### src/rtl/div_share_sched.sv
// div_share_sched: round-robin arbiter sharing one pipelined divider among NREQ requesters,
// with an in-order tag FIFO that routes each divider result back to its issuer.
module div_share_sched #(
  parameter int NREQ  = 4,
  parameter int W     = 16,
  parameter int DEPTH = 32,
  parameter int IDW   = 2
) (
  input  logic              clk,
  input  logic              rst_n,
  input  logic [NREQ-1:0]   req_valid,
  output logic [NREQ-1:0]   req_ready,
  input  logic [NREQ*W-1:0] req_dividend,
  input  logic [NREQ*W-1:0] req_divisor,
  output logic [NREQ-1:0]   resp_valid,
  output logic [W-1:0]      resp_quotient,
  output logic [W-1:0]      resp_remainder,
  output logic              resp_dbz,
  output logic              div_open,
  output logic [W-1:0]      div_dividend,
  output logic [W-1:0]      div_divisor,
  input  logic              div_finish,
  input  logic [W-1:0]      div_quotient,
  input  logic [W-1:0]      div_remainder,
  output logic              busy,
  output logic              err_orphan
);
  localparam int PW = (DEPTH > 1) ? $clog2(DEPTH) : 1;
  localparam int CW = $clog2(DEPTH + 1);
  logic [W-1:0] dvd [NREQ];
  logic [W-1:0] dvs [NREQ];
  logic [IDW:0] tag_mem [DEPTH];
  logic [PW-1:0] wp, rp;
  logic [CW-1:0] count;
  logic [IDW-1:0] rr_ptr, gnt_id, cand;
  logic gnt, pop;
  for (genvar i = 0; i < NREQ; i++) begin : g_unpack
    assign dvd[i] = req_dividend[i*W +: W];
    assign dvs[i] = req_divisor[i*W +: W];
  end
  // first valid requester after the last winner; nothing is granted while the tag FIFO is full
  always_comb begin
    gnt_id = '0;
    cand = '0;
    gnt = 1'b0;
    for (int k = 1; k <= NREQ; k++) begin
      cand = IDW'((int'(rr_ptr) + k) % NREQ);
      if (!gnt && req_valid[cand]) begin
        gnt = 1'b1;
        gnt_id = cand;
      end
    end
    gnt = gnt && (count != CW'(DEPTH));
    req_ready = '0;
    req_ready[gnt_id] = gnt;
  end
  assign pop = div_finish && (count != '0);
  assign busy = count != '0;
  always_ff @(posedge clk)
    if (gnt) tag_mem[wp] <= {gnt_id, dvs[gnt_id] == '0};
  always_ff @(posedge clk or negedge rst_n)
    if (!rst_n) begin
      div_open <= 1'b0;
      div_dividend <= '0;
      div_divisor <= '0;
      resp_valid <= '0;
      resp_quotient <= '0;
      resp_remainder <= '0;
      resp_dbz <= 1'b0;
      err_orphan <= 1'b0;
      rr_ptr <= IDW'(NREQ - 1);
      wp <= '0;
      rp <= '0;
      count <= '0;
    end else begin
      div_open <= gnt;
      if (gnt) begin
        div_dividend <= dvd[gnt_id];
        div_divisor <= dvs[gnt_id];
        rr_ptr <= gnt_id;
        wp <= (wp == PW'(DEPTH - 1)) ? '0 : wp + 1'b1;
      end
      resp_valid <= pop ? NREQ'(1) << tag_mem[rp][IDW:1] : '0;
      if (pop) begin
        resp_quotient <= div_quotient;
        resp_remainder <= div_remainder;
        resp_dbz <= tag_mem[rp][0];
        rp <= (rp == PW'(DEPTH - 1)) ? '0 : rp + 1'b1;
      end
      if (div_finish && count == '0) err_orphan <= 1'b1;
      count <= count + CW'(gnt) - CW'(pop);
    end
endmodule

### config.mk
export PLATFORM = sky130hd
export DESIGN_NAME = div_share_sched
export DESIGN_NICKNAME = d
export VERILOG_FILES = /design/src/rtl/div_share_sched.sv
export SDC_FILE = /design/constraint.sdc
export NUM_CORES = 1
export LEC_CHECK = 0
export ABC_AREA = 1
export ABC_CLOCK_PERIOD_IN_PS = 3100
export BUFFER_PORTS_ARGS = -buffer_cell sky130_fd_sc_hd__buf_2
export CAP_MARGIN = 0
export CORE_MARGIN = 2
export CORE_UTILIZATION = 45
export CTS_CLUSTER_SIZE = 40
export DETAILED_ROUTE_END_ITERATION = 6
export PLACE_DENSITY = 0.73
export SETUP_SLACK_MARGIN = 0.15
export SYNTH_ARGS = -nofsm -noshare
export SYNTH_HDL_FRONTEND = slang
export SYNTH_SLANG_ARGS = --single-unit
### constraint.sdc
create_clock -name clk -period 3.1 [get_ports clk]
set_input_delay 0.465 -clock clk [delete_from_list [all_inputs] [get_ports clk]]
set_output_delay 0.465 -clock clk [all_outputs]
set_load 0.005 [all_outputs]
* Yosys cells after proc, flatten, opt, wreduce, memory -nomap -nowiden
Memory sizes are Yosys's and may differ from the RTL's.
Cells that the tools add are included.
** Word-level totals
- Register bits after elaboration :: 89
- Memory bits (writable) :: 96
- Bits of input ports :: 167
- Output and inout port bits :: 76
- Memories kept :: 1
** Memory list
- tag_mem :: depth 32, width 3, rd ports 1, clocked after memory_dff 0, wr ports 1, RTL line 32 : logic [IDW:0] tag_mem [DEPTH];
** Operators by class
- $add $sub $neg :: 8
- Magnitude comparators :: 7
- Equal/unequal tests :: 3
- Shift operators :: 1
- Mux-type cells :: 29
- Bitwise gates (word level) :: 2
- Reductions and logical operators :: 13
** Operator list (number)
- 16-bit binary-select mux with 2-bit select :: 2
- 16-bit two-way mux :: 4
- 16-bit zero test :: 1
- 2-bit by 3-bit < comparator with 1-bit output, second input constant :: 5
- 1-bit two-way mux :: 11
- 5-bit by 1-bit adder with 5-bit output, second input constant :: 2
- 5-bit equality test, second input constant :: 2
- 5-bit two-way mux :: 2
- 1-bit binary-select mux with 2-bit select :: 4
- 2-bit two-way mux :: 4
- 1-bit logical AND :: 7
- 6-bit by 1-bit adder with 6-bit output :: 1
- 6-bit zero test :: 1
- 6-bit != test, second input constant :: 1
- 6-bit nonzero test :: 1
- 6-bit by 1-bit subtractor with 6-bit output :: 1
- 2-bit by 1-bit adder with 2-bit output, second input constant :: 2
- 2-bit adder, second input constant :: 2
- 4-bit bitwise AND :: 1
- 4-bit two-way mux :: 1
- 1-bit by 2-bit left shift with 4-bit output, first input constant :: 1
- 3-bit >= comparator, second input constant :: 1
- 1-bit zero test :: 3
- 2-bit inverter with 3-bit output :: 1
- other kinds (2) :: 2

* Logic depth before layout (Yosys ltp)
Gate-level depths: netlist (run 1).
- Depth after elaboration :: 18
- Mapped depth :: 20

* Least setup slack after synthesis (run 1)
OpenSTA, ideal clock, no wires.
- Path type :: register to register
- Start point :: reg rr_ptr[0]
- End point :: mem tag_mem[0][0] (netlist name) (data pin)
- Setup time :: 0.351 ns
- Arrival :: 2.680 ns
- Data required time :: 2.749 ns
- Path slack :: 0.068 ns
- Cell stages (with the launch flop) :: 20
- Buffers on the path :: 3
- Clock period less this slack :: 3.032 ns
- Cells stage by stage :: dfstp_2 buf_6 inv_4 nand2_1 nand2_2 nand2_1 nand2_2 nand2_2 nand2_1 nand2_2 nand3_4 buf_6 buf_6 nand2_1 nand3_1 nand2_1 nand2_1 nor2_1 nand2_1 nor2_1
** Between the ends
- Cells in the longest elaborated chain, start to end :: 18
- Elaborated cells between the ends (all ways) :: 30
- Classes of those cells :: add/sub: 4; mux: 18; bitwise: 1; reduce/logical: 7
** Ends and longest elaborated chain
- from (decl) :: RTL line 35 : logic [IDW-1:0] rr_ptr, gnt_id, cand;
- from (signal assigned) :: RTL line 71 : rr_ptr <= IDW'(NREQ - 1);
- from (signal assigned) :: RTL line 80 : rr_ptr <= gnt_id;
- 2-bit by 1-bit adder with 2-bit output :: RTL line 47 : cand = IDW'((int'(rr_ptr) + k) % NREQ);
- 1-bit binary-select mux with 2-bit select :: RTL line 48 : if (!gnt && req_valid[cand]) begin
- 1-bit two-way mux (implied by the code) :: RTL line 48
- 1-bit two-way mux :: RTL line 48
- 1-bit zero test :: RTL line 48
- 1-bit logical AND :: RTL line 48
- 1-bit two-way mux :: RTL line 48
- 1-bit zero test :: RTL line 48
- 1-bit logical AND :: RTL line 48
- 1-bit two-way mux :: RTL line 48
- 1-bit zero test :: RTL line 48
- 1-bit logical AND :: RTL line 48
- 2-bit two-way mux (*) :: RTL line 48
- 2-bit inverter with 3-bit output (implied by the code) (*) :: RTL line 60 : if (gnt) tag_mem[wp] <= {gnt_id, dvs[gnt_id] == '0};
- 16-bit binary-select mux with 2-bit select (*) :: RTL line 60
- 16-bit two-way mux (implied by the code) (*) (2 in series) :: RTL line 60
- 16-bit zero test (*) :: RTL line 60
- to (decl) :: RTL line 32
Mark *: on every way between the ends. The rest lies on a longest branch, timed or not. The select of a mux whose other input is x is not followed.

* Final worst setup path (run 1)
- Start point :: reg rr_ptr[0]
- End point :: out req_ready[0]
** Between the ends
- Cells in the longest elaborated chain, start to end :: 18
- Elaborated cells between the ends (all ways) :: 33
- Classes of those cells :: add/sub: 4; order compare: 2; mux: 18; bitwise: 1; reduce/logical: 8
** Ends and longest elaborated chain
- 2-bit by 1-bit adder with 2-bit output :: RTL line 47
- 1-bit binary-select mux with 2-bit select :: RTL line 48
- 1-bit two-way mux (implied by the code) :: RTL line 48
- 1-bit two-way mux :: RTL line 48
- 1-bit zero test :: RTL line 48
- 1-bit logical AND :: RTL line 48
- 1-bit two-way mux :: RTL line 48
- 1-bit zero test :: RTL line 48
- [2 not listed]
- 1-bit zero test :: RTL line 48
- 1-bit logical AND :: RTL line 48
- 2-bit two-way mux :: RTL line 48
- 2-bit by 3-bit < comparator with 1-bit output (implied by the code) / 2-bit by 1-bit >= comparator with 1-bit output (equally long branches) :: RTL line 55 : req_ready[gnt_id] = gnt;
- 1-bit logical AND (implied by the code) :: RTL line 55
- 1-bit two-way mux (implied by the code) :: RTL line 55
- 1-bit demux with 2-bit select :: RTL line 55
- 4-bit bitwise AND (no line) (*)
- to (decl) :: RTL line 12 : output logic [NREQ-1:0] req_ready,
Marks and branches as above.

==> results_dict.tcl, run 1 <==
set metrics [dict create \
    fmax_mhz 344.0 \
    grt_max_degree 55 \
    die_y_um 144.7 \
    status "finished clean" \
    cp.required_ns 2.63 \
    p_leak_nw 5.042 \
    numCtsBuffers 17 \
    ys_warn_count 0 \
    htreeDepth 4 \
    hold_viol 0 \
    skew_ns 0.01371 \
    setup_viol 0 \
    nFillCells 1667 \
    placementRows 51 \
    cts_tree "yes" \
    detail_route.iter0.violations 546 \
    syn_avg_cell_area_sq_um 9.179 \
    via_per_inst 5.326 \
    power_density_nw_per_um2 1235 \
    dp_hpwl_um 16070 \
    clock_sinks 185 \
    drv_slew 0 \
    power.total_w 0.01381 \
    synth_top_area_cell "edfxtp_1" \
    drtAntennaViolNets 0 \
    pre_cts_ws_ns 0.2937 \
    gr-usage-all-layers_pct 21.76 \
    min-delay-path-class "input pin to async pin" \
    dieArea_sq_um 20930 \
    worstReg2RegStart "rr_ptr[0]$_DFFE_PN1P_" \
    fin_ws_ns 0.1932 \
    antenna_found_initial 0 \
    crit_path_start "rr_ptr[0]$_DFFE_PN1P_" \
    ys_seq_area_share_pct 57.42 \
    syn_nets 1154 \
    rrSetupSlack_ns 0.27 \
    cts_max_path_buffers 2 \
    tns_ns 0 \
    drt_pass1_iterations 5 \
    ys_types 37 \
    core-area_sq_um 19460 \
    endpoint "req_ready[0]" \
    drive_above_1_share_pct 28.09 \
    die_x_um 144.7 \
    crit_arrival_ns 2.44 \
    synth_cells 970 \
    synth_area_sq_um 8904 \
    syn_to_final_growth_pct 25.66 \
    wirelength_um 23810 \
    start_util_pct 45.75 \
    gp_congestion 0.8804 \
    slew_headroom_pct 56.59 \
    synth_top_area_share_pct 32.38 \
    cp_max_fo 22 \
    root_buffer "clkbuf_16" \
    rsz0062_at_grt "true" \
    diodes 0 \
    period_minus_slack_ns 2.907 \
    reg2reg_to "tag_mem[5][0]$_DFFE_PP_" \
    crit_path_start_kind "register" \
    fin_nets 1392 \
    finalCritPeriodShare_pct 93.77 \
    clk-insertion-delay-late_ns 0.44 \
    synth-seq-cells 185 \
    drc 0 \
    port_buffers 242 \
    crit_path_end_kind "output pin" \
    worstMarginPinSlew_ns 0.6512 \
    ioPinCount 243 \
    vias 7915 \
    rr_worst_depth 18 \
    grt_pass1_vias 7056 \
    cap_violations 0 \
    synthTopCellsByArea "edfxtp_1 32%, dfrtp_1 24%, nand2_1 10%" \
    crit_type "register to output pin" \
    peakVddDrop_mv 1.247 \
    post_drt_wl_per_cell_um 16.03 \
    grt_pass1_wl_um 34960 \
    grt_overflow 0 \
    clkTransAtPathRegs_ns 0.07 \
]
==> kinds of logic (layout without fill, tap and decap cells) <==
logic type / Yosys count / in the layout / synth area share, %
flip-flops: 185 / 185 / 57.42
AO/OA/AOI/OAI: 182 / 182 / 11.64
buffers and inverters: 102 / 351 / 5.059
XOR/XNOR: 6 / 6 / 0.5902
AND/OR/NAND/NOR: 478 / 480 / 22.82
adder cells (fa/ha/maj): 17 / 17 / 2.473
==> layer usage <==
metal	GRT usage, %	share of wire [%]	routed length [um]	vias to the layer above
met5	0	0	0	-
met4	8.278	2.5	600	0
met3	4.969	7.1	1681	47
met2	35.72	49	11770	365
met1	28.29	41	9766	3707
li1	-	-	-	3796
==> report_power, final <==
group / total [W] / switching [W] / internal (W)
sequential: 0.00407 / 0.000392 / 0.00368
combinational: 0.00754 / 0.00490 / 0.00264
clock: 0.00220 / 0.00109 / 0.00111
total: 0.0138 / 0.00638 / 0.00743
==> cell type report <==
type	instances	area (sq um)	share of cell area, %
Clock buffer	17	425.4	3.802
Clock inverter	15	191.4	1.711
Tap cell	265	331.6	2.964
Sequential cell	185	5112	45.69
Inverter	48	190.2	1.700
Timing Repair Buffer	271	1520	13.59
Multi-Input combinational cell	685	3417	30.54
==> Yosys cell counts <==
cell type and count:
ha_1 16, nand2_1 240, buf_2 9, nand3_4 1, fa_1 1, buf_4 4
nand4_1 23, nand3_1 55, o221ai_1 18, inv_4 1, a21oi_4 1, clkinv_1 1
a21oi_1 16, buf_1 3, or2_1 12, buf_6 5, o21ai_0 107, nand2_2 10
inv_2 5, nor2_1 123, nand3_2 3, o21bai_1 1, clkbuf_1 32, a31oi_1 12
o21ai_1 9, nor3_1 7, edfxtp_1 96, o211ai_1 5, dfstp_2 2, nor2_4 1
or2_2 2, nor2_2 1, xor2_1 6, clkbuf_2 1, dfrtp_1 87, o22ai_1 13
inv_1 41
==> worst max-delay path, stage by stage, from the launching register on <==
cell	delay (ns)
dfstp_2	0.59
buf_4	0.15
nand2_1	0.05
nand2_1	0.09
nand2_1	0.07
nand2_2	0.10
nand2_2	0.11
nand2_2	0.11
nand2_4	0.08
buf_8	0.17
nand2_2	0.07
inv_1	0.06
nor3_2	0.21
buf_2	0.15
==> how the worst min path moves through the flow <==
stage	from	endpoint	slack [ns]	cells past startpoint
CTS	rst_n	resp_valid[2]$_DFF_PN0_	0.05	1
global placement	err_orphan$_DFFE_PN0P_	err_orphan$_DFFE_PN0P_	0.45	1
detailed placement	resp_quotient[15]$_DFFE_PN0P_	resp_quotient[15]$_DFFE_PN0P_	0.46	2
finish	rst_n	resp_valid[2]$_DFF_PN0_	0.04	1
global route	rst_n	resp_valid[2]$_DFF_PN0_	0.07	1
floorplan	rst_n	count[0]$_DFF_PN0_	0.17	0
==> through the flow <==
stage | util (%) | instance area [sq um] | hold slack (ns) | std cells
6_report | 57.49 | 11190 | 0.03638 | 1486
3_5_place_dp | 53.26 | 10370 | 0.4601 | 1444
3_3_place_gp | 53.26 | 10370 | 0.4539 | 1444
2_1_floorplan | - | 8906 | 0.1694 | 970
4_1_cts | 56.92 | 11080 | 0.05257 | 1483
5_1_grt | 57.49 | 11190 | 0.06914 | 1486
==> cells in the final DEF, fill, tap and decap left out, types with 2 or more instances in the layout <==
master     instances
a21oi_1           16
a31oi_1           12
buf_12             5
buf_2            241
buf_4             21
buf_8              3
clkbuf_16         17
clkinv_8           6
dfrtp_1           87
dfstp_2            2
edfxtp_1          96
ha_1              16
inv_1             40
inv_2              5
inv_6              3
inv_8              7
nand2_1          234
nand2_2           15
nand2_4            2
nand3_1           55
nand3_2            2
nand3_4            3
nand4_1           23
nor2_1           122
nor2_4             2
nor3_1             5
nor3_2             2
o211ai_1           5
o21ai_0          106
o21ai_1           10
o221ai_1          18
o22ai_1           13
or2_1             12
or2_2              2
xor2_1             6
==> repair_timing <==
item                                    4_1_cts  5_1_grt
setup buffers                                 5        3
endpoints found under the setup margin        4       38
pin swaps                                     2        1
resized for setup                            13       21
cloned                                        2        0
hold buffers                                  0        0
==> flip-flops by register name, summed over array words and instances (netlist names), 2 cells and up <==
register / cells
count: 6
div_dividend: 16
div_divisor: 16
resp_quotient: 16
resp_remainder: 16
resp_valid: 4
rp: 5
rr_ptr: 2
tag_mem: 96
wp: 5
(Power assumes the default switching activity.)
==> run 2, diff against run 1 <==
--- a/config.mk
+++ b/config.mk
@@ -9,6 +9,7 @@
 export ABC_CLOCK_PERIOD_IN_PS = 3100
 export BUFFER_PORTS_ARGS = -buffer_cell sky130_fd_sc_hd__buf_2
 export CAP_MARGIN = 0
+export CORE_ASPECT_RATIO = 0.75
 export CORE_MARGIN = 2
 export CORE_UTILIZATION = 45
 export CTS_CLUSTER_SIZE = 40
==> run 2 against run 1 <==
Hold slack improved by 0.19 ns; die area barely moved; register-to-register slack got worse by 0.06 ns; combinational power up 7.3%; sequential power fell by 1%; design area is 1.5% higher; wire length rose by 1.9%; count of clock-buffer cells in the layout rose by 3; sequential share of layout area is 0.66 points lower; cell count rose by 0.20%; setup slack worse by 0.0039 ns; non-clock buffer count increased by 16; critical path type unchanged; critical endpoint is now req_ready[1].
==> results_dict.tcl, run 2 (same netlist as run 1, synthesis figures left out) <==
set metrics [dict create \
    fin_nets 1407 \
    post_drt_wl_per_cell_um 16.30 \
    drt_pass1_iterations 5 \
    wirelength_um 24280 \
    clk-insertion-delay-late_ns 0.43 \
    numCtsBuffers 17 \
    clkTransAtPathRegs_ns 0.07 \
    die_y_um 125.8 \
    p_seq_share_pct 28.4 \
    power.total_w 0.01421 \
    top_register "tag_mem" \
    rsz0062_at_grt "true" \
    finalCritPeriodShare_pct 93.89 \
    root_buffer "clkbuf_16" \
    worstPathCellList "inv_2 -> nand2_1 -> nand2_2 -> nand2_2 -> nand2_2 -> nor2_4 -> buf_4 -> nand3_4 -> nand2_4 -> nand2_4 -> buf_12 -> nor3_1 -> buf_2" \
    gp_congestion 0.9371 \
    grt_pass1_vias 7389 \
    status "finished clean" \
    crit_type "register to output pin" \
    start_util_pct 45.95 \
    clock_sinks 185 \
    cp_max_fo 8 \
    cp.required_ns 2.63 \
    rrSetupSlack_ns 0.21 \
    grt_overflow 0 \
    setup_viol 0 \
    p_sw_share_pct 44.83 \
    slew_headroom_pct 67.53 \
    worstSetupPathDepth 13 \
    port_buffers 242 \
    skew_ns 0.01580 \
    period_minus_slack_ns 2.911 \
    gr-usage-all-layers_pct 22.17 \
    crit_path_start_kind "register" \
    cp_slowest_cell "dfstp_2" \
    core-area_sq_um 19380 \
    via_per_inst 5.288 \
    grt_pass1_wl_um 37170 \
    ioPinCount 243 \
    htreeDepth 4 \
    syn_to_final_growth_pct 27.52 \
    cts_max_path_buffers 2 \
    rr_worst_depth 19 \
    tns_ns 0 \
    dieArea_sq_um 20940 \
    cp_top_family "simple AND/OR/NAND/NOR gates" \
    p_leak_nw 5.131 \
    fmax_mhz 343.6 \
    peakVddDrop_mv 0.7883 \
    p_switching_w 0.006368 \
    crit_arrival_ns 2.45 \
    min_path_cells 3 \
    crit_buf_inv 4 \
    p_int_w 0.007838 \
    worstMarginPinSlew_ns 0.4870 \
    die_x_um 166.4 \
    fin_ws_ns 0.1893 \
    drc 0 \
    power_density_nw_per_um2 1251 \
    combPwrFrac_pct 56.9 \
    detail_route.iter0.violations 643 \
    diodes 0 \
    antenna_found_initial 0 \
    hold_viol 0 \
    critPathMostFrequentCell "nand2_2" \
    grt_max_degree 64 \
    vias 7874 \
    placementRows 44 \
    cap_violations 0 \
    min-delay-path-class "input pin to register" \
    drtAntennaViolNets 0 \
    dp_hpwl_um 16430 \
    pre_cts_ws_ns 0.1968 \
    drv_slew 0 \
    cts_tree "yes" \
    slowest_delay_ns 0.58 \
    drive_above_1_share_pct 28.88 \
    crit_path_end_kind "output pin" \
    final_common_cell "buf_2" \
    power_frac_clock_pct 14.7 \
    layout_common_cells "241 x buf_2, 233 x nand2_1, 122 x nor2_1" \
    largest_register_ffs 96 \
]
==> run 2: cell count changes in the layout (fill, tap and decap cells not counted), moves of 3 or more <==
| cell | delta |
|---|---|
| buf_4 | +9 |
| clkinv_8 | -6 |
| inv_8 | -6 |
| clkbuf_16 | +5 |
| buf_12 | +3 |
| buf_8 | -3 |
| clkinv_4 | +3 |
| inv_4 | +3 |
| inv_6 | +3 |
==> run 2: worst register-to-register path, stage by stage (launching register included) <==
cell and delay, ns:
dfstp_2 0.61, buf_6 0.13, nand2_1 0.07, nand2_2 0.10, nand2_1 0.07, nand2_2 0.09, nor2_4 0.05, buf_4 0.13
nand2_2 0.07, nor2_4 0.04, buf_4 0.15, a21oi_4 0.21, buf_12 0.18, nand3_1 0.07, nand2_1 0.09, nand2_1 0.06
nor2_1 0.15, nand2_1 0.09, nor2_2 0.16, buf_12 0.19
==> run 2: final cells by class <==
type | count | area, sq um
well taps | 253 | 316.6
repair buffers | 287 | 1735
fillers | 1680 | 8025
multi-input cells | 684 | 3433
clock buffers | 20 | 467.9
flip-flops and latches | 185 | 5112
clock inverters | 12 | 102.6
inverters | 48 | 185.2
==> run 2: power groups by stage <==
stage / registers [W] / clock network (W) / logic (W)
2_1_floorplan: 0.00402 / 0 / 0.00501
3_3_place_gp: 0.00405 / 0 / 0.00677
3_5_place_dp: 0.00406 / 0 / 0.00694
6_report: 0.00403 / 0.00209 / 0.00809
5_1_grt: 0.00409 / 0.00223 / 0.00900
4_1_cts: 0.00402 / 0.00212 / 0.00700
==> run 2: routing by layer <==
layer / up-vias / GRT usage [%] / share of wire, %
met2: 323 / 36.36 / 49
li1: 3823 / - / -
met4: 0 / 6.592 / 1.8
met1: 3685 / 29.49 / 42
met3: 43 / 5.468 / 7.3
met5: - / 0 / 0
==> run 2: stage by stage <==
stage / hold WS (ns) / instance area (sq um) / utilization [%] / std cells
2_1_floorplan: 0.1694 / 8906 / - / 970
3_3_place_gp: 0.4110 / 10360 / 53.45 / 1433
3_5_place_dp: 0.4141 / 10360 / 53.45 / 1433
4_1_cts: 0.2102 / 10970 / 56.60 / 1467
5_1_grt: 0.2097 / 11350 / 58.59 / 1489
6_report: 0.2227 / 11350 / 58.59 / 1489
==> run 2: final timing paths <==
kind	startpoint	endpoint
setup reg to reg	rr_ptr[0]$_DFFE_PN1P_	tag_mem[28][0]$_DFFE_PP_
hold reg to reg	resp_remainder[13]$_DFFE_PN0P_	resp_remainder[13]$_DFFE_PN0P_
hold / removal	div_quotient[0]	resp_quotient[0]$_DFFE_PN0P_
setup / recovery	rr_ptr[1]$_DFFE_PN1P_	req_ready[1]
min in group asynchronous	rst_n	rp[1]$_DFFE_PN0P_
max in group asynchronous	rst_n	wp[4]$_DFFE_PN0P_
==> run 2: timing repair <==
item,CTS,global route
hold buffers,1,0
buffers inserted,1,17
gates resized for setup,5,31
setup endpoints to repair,3,54
cloned,0,5
pin swaps,0,11
endpoints found under the hold margin,24,0
==> run 3, diff against run 2 <==
--- a/config.mk
+++ b/config.mk
@@ -6,15 +6,14 @@
 export NUM_CORES = 1
 export LEC_CHECK = 0
 export ABC_AREA = 1
-export ABC_CLOCK_PERIOD_IN_PS = 3100
+export ABC_CLOCK_PERIOD_IN_PS = 3200
 export BUFFER_PORTS_ARGS = -buffer_cell sky130_fd_sc_hd__buf_2
 export CAP_MARGIN = 0
 export CORE_ASPECT_RATIO = 0.75
 export CORE_MARGIN = 2
-export CORE_UTILIZATION = 45
+export CORE_UTILIZATION = 35
 export CTS_CLUSTER_SIZE = 40
 export DETAILED_ROUTE_END_ITERATION = 6
-export PLACE_DENSITY = 0.73
 export SETUP_SLACK_MARGIN = 0.15
 export SYNTH_ARGS = -nofsm -noshare
 export SYNTH_HDL_FRONTEND = slang
==> constraint.sdc (replaced) <==
create_clock -name clk -period 3.2 [get_ports clk]
set_input_delay 0.48 -clock clk [delete_from_list [all_inputs] [get_ports clk]]
set_output_delay 0.48 -clock clk [all_outputs]
set_load 0.005 [all_outputs]
==> run 3 against run 2 <==
Flip-flop and latch count did not move; global-route usage fell by 3.8 points; clock skew fell by 0.0044 ns; sequential power fell by 2%; cell count rose by 4.9%; first-iteration DRC count fell by 14%; wire length rose by 3.0%; combinational power fell by 6.8%; critical path depth did not move; setup slack improved by 0.013 ns; die area rose by 28%; critical path type unchanged; largest cell class unchanged.
==> results_dict.tcl, run 3 (same netlist as run 1, synthesis figures left out) <==
set metrics [dict create \
    drc 0 \
    cp_max_fo 15 \
    diodes 0 \
    port_buffers 242 \
    clock_sinks 185 \
    grt_pass1_vias 7450 \
    root_buffer "clkbuf_16" \
    dp_hpwl_um 17580 \
    syn_to_final_growth_pct 26.29 \
    worstMarginPinSlew_ns 0.6897 \
    postLayoutCellArea_sq_um 11240 \
    cts_max_path_buffers 2 \
    slowest_delay_ns 0.59 \
    fin_nets 1395 \
    vias 7786 \
    post_drt_wl_per_cell_um 16.01 \
    hold_buffers 0 \
    grt_max_degree 51 \
    setup_viol 0 \
    final_common_cell "buf_2" \
    core-area_sq_um 24960 \
    cp_slowest_cell "dfstp_2" \
    drive_above_1_share_pct 27.78 \
    die_x_um 188.2 \
    status "finished clean" \
    gp_congestion 0.9059 \
    crit_path_start_kind "register" \
    drtAntennaViolNets 0 \
    detail_route.iter0.violations 553 \
    fmax_mhz 333.6 \
    p_leak_nw 5.039 \
    cap_violations 0 \
    skew_ns 0.01139 \
    slew_headroom_pct 54.02 \
    rsz0062_at_grt "true" \
    worstPathCellList "inv_2 -> nand2_1 -> nand2_2 -> nand2_2 -> nand2_2 -> nor2_4 -> nand2_1 -> nor2_4 -> inv_4 -> nand2_8 -> buf_12 -> nor3_2 -> buf_2" \
    tns_ns 0 \
    power_density_nw_per_um2 1199 \
    peakVddDrop_mv 1.012 \
    drt_pass1_iterations 5 \
    finalCritPeriodShare_pct 93.69 \
    period_minus_slack_ns 2.998 \
    wirelength_um 25010 \
    cp.required_ns 2.72 \
    antenna_found_initial 1 \
    layout_common_cells "241 x buf_2, 237 x nand2_1, 123 x nor2_1" \
    numCtsBuffers 17 \
    min-delay-path-class "input pin to async pin" \
    clkTransAtPathRegs_ns 0.07 \
    top_register "tag_mem" \
    drv_slew 0 \
    grt_pass1_wl_um 38440 \
    ioPinCount 243 \
    crit_path_end_kind "output pin" \
    crit_arrival_ns 2.52 \
    hold_viol 0 \
    dpl_cell_area_sq_um 10470 \
    crit_type "register to output pin" \
    via_per_inst 4.985 \
    cts_tree "yes" \
    critPathMostFrequentCell "nand2_2" \
    dieArea_sq_um 26740 \
    gr-usage-all-layers_pct 18.39 \
    start_util_pct 35.67 \
    grt_overflow 0 \
    die_y_um 142.1 \
    placementRows 50 \
    clk-insertion-delay-late_ns 0.44 \
    htreeDepth 4 \
    largest_register_ffs 96 \
]
## run 3: area by class of cell
| cell class | count | area [sq um] |
|---|---|---|
| Inverter | 48 | 185.2 |
| Multi-Input combinational cell | 685 | 3413 |
| Fill cell | 2431 | 13720 |
| Timing Repair Buffer | 274 | 1550 |
| Clock buffer | 17 | 425.4 |
| Clock inverter | 15 | 135.1 |
| Tap cell | 338 | 422.9 |
| Sequential cell | 185 | 5112 |
## run 3: worst max-delay path: cells and delay by family, from the launching register on
family / cells / cell delay, ns
buffers and inverters: 4 / 0.48
flip-flops: 1 / 0.59
AND/OR/NAND/NOR: 9 / 0.99
## run 3: final timing paths
kind / cells after the start / slack [ns] / from / end
worst min-delay path: 1 / 0.009 / rst_n / resp_quotient[15]$_DFFE_PN0P_
worst min register to register: 2 / 0.48 / resp_remainder[7]$_DFFE_PN0P_ / resp_remainder[7]$_DFFE_PN0P_
worst max register to register: 15 / 0.26 / rr_ptr[0]$_DFFE_PN1P_ / count[4]$_DFF_PN0_
worst max-delay path: 13 / 0.20 / rr_ptr[1]$_DFFE_PN1P_ / req_ready[1]
min in group clk: 3 / 0.23 / div_quotient[8] / resp_quotient[8]$_DFFE_PN0P_
max in group asynchronous: 2 / 2.38 / rst_n / rr_ptr[0]$_DFFE_PN1P_
## run 3: where the power goes
group / switching (W) / leakage [nW] / internal [W] / total (W)
combinational: 0.00490 / 2.85 / 0.00264 / 0.00754
clock: 0.000989 / 0.280 / 0.00103 / 0.00202
sequential: 0.000372 / 1.91 / 0.00356 / 0.00393
## run 3: per-stage QoR
step	total power [W]	worst slack [ns]	cells	util [%]	hold slack (ns)
after floorplan	0.008741	0.1684	970	-	0.1844
after global placement	0.01076	0.3074	1520	41.92	0.4573
after detailed placement	0.01089	0.2227	1520	41.92	0.4600
after CTS	0.01304	0.1633	1554	44.41	0.02783
after global routing	0.01459	0.02084	1562	45.05	0.03889
final	0.01349	0.2020	1562	45.05	0.009475
## run 3: timing repair
action                     4_1_cts  5_1_grt
pin swaps                        1        6
setup endpoints to repair        4       38
buffers inserted                 2        5
gates cloned                     0        3
gates resized for setup          7       16
## run 3: metal layers
| metal | wire (um) | up-vias | GRT usage [%] | share of wire, % |
|---|---|---|---|---|
| li1 | - | 3804 | - | - |
| met1 | 10920 | 3672 | 23.73 | 44 |
| met2 | 11850 | 260 | 30.08 | 47 |
| met3 | 1594 | 50 | 4.364 | 6.4 |
| met4 | 648 | 0 | 7.211 | 2.6 |
| met5 | 0 | - | 0 | 0 |
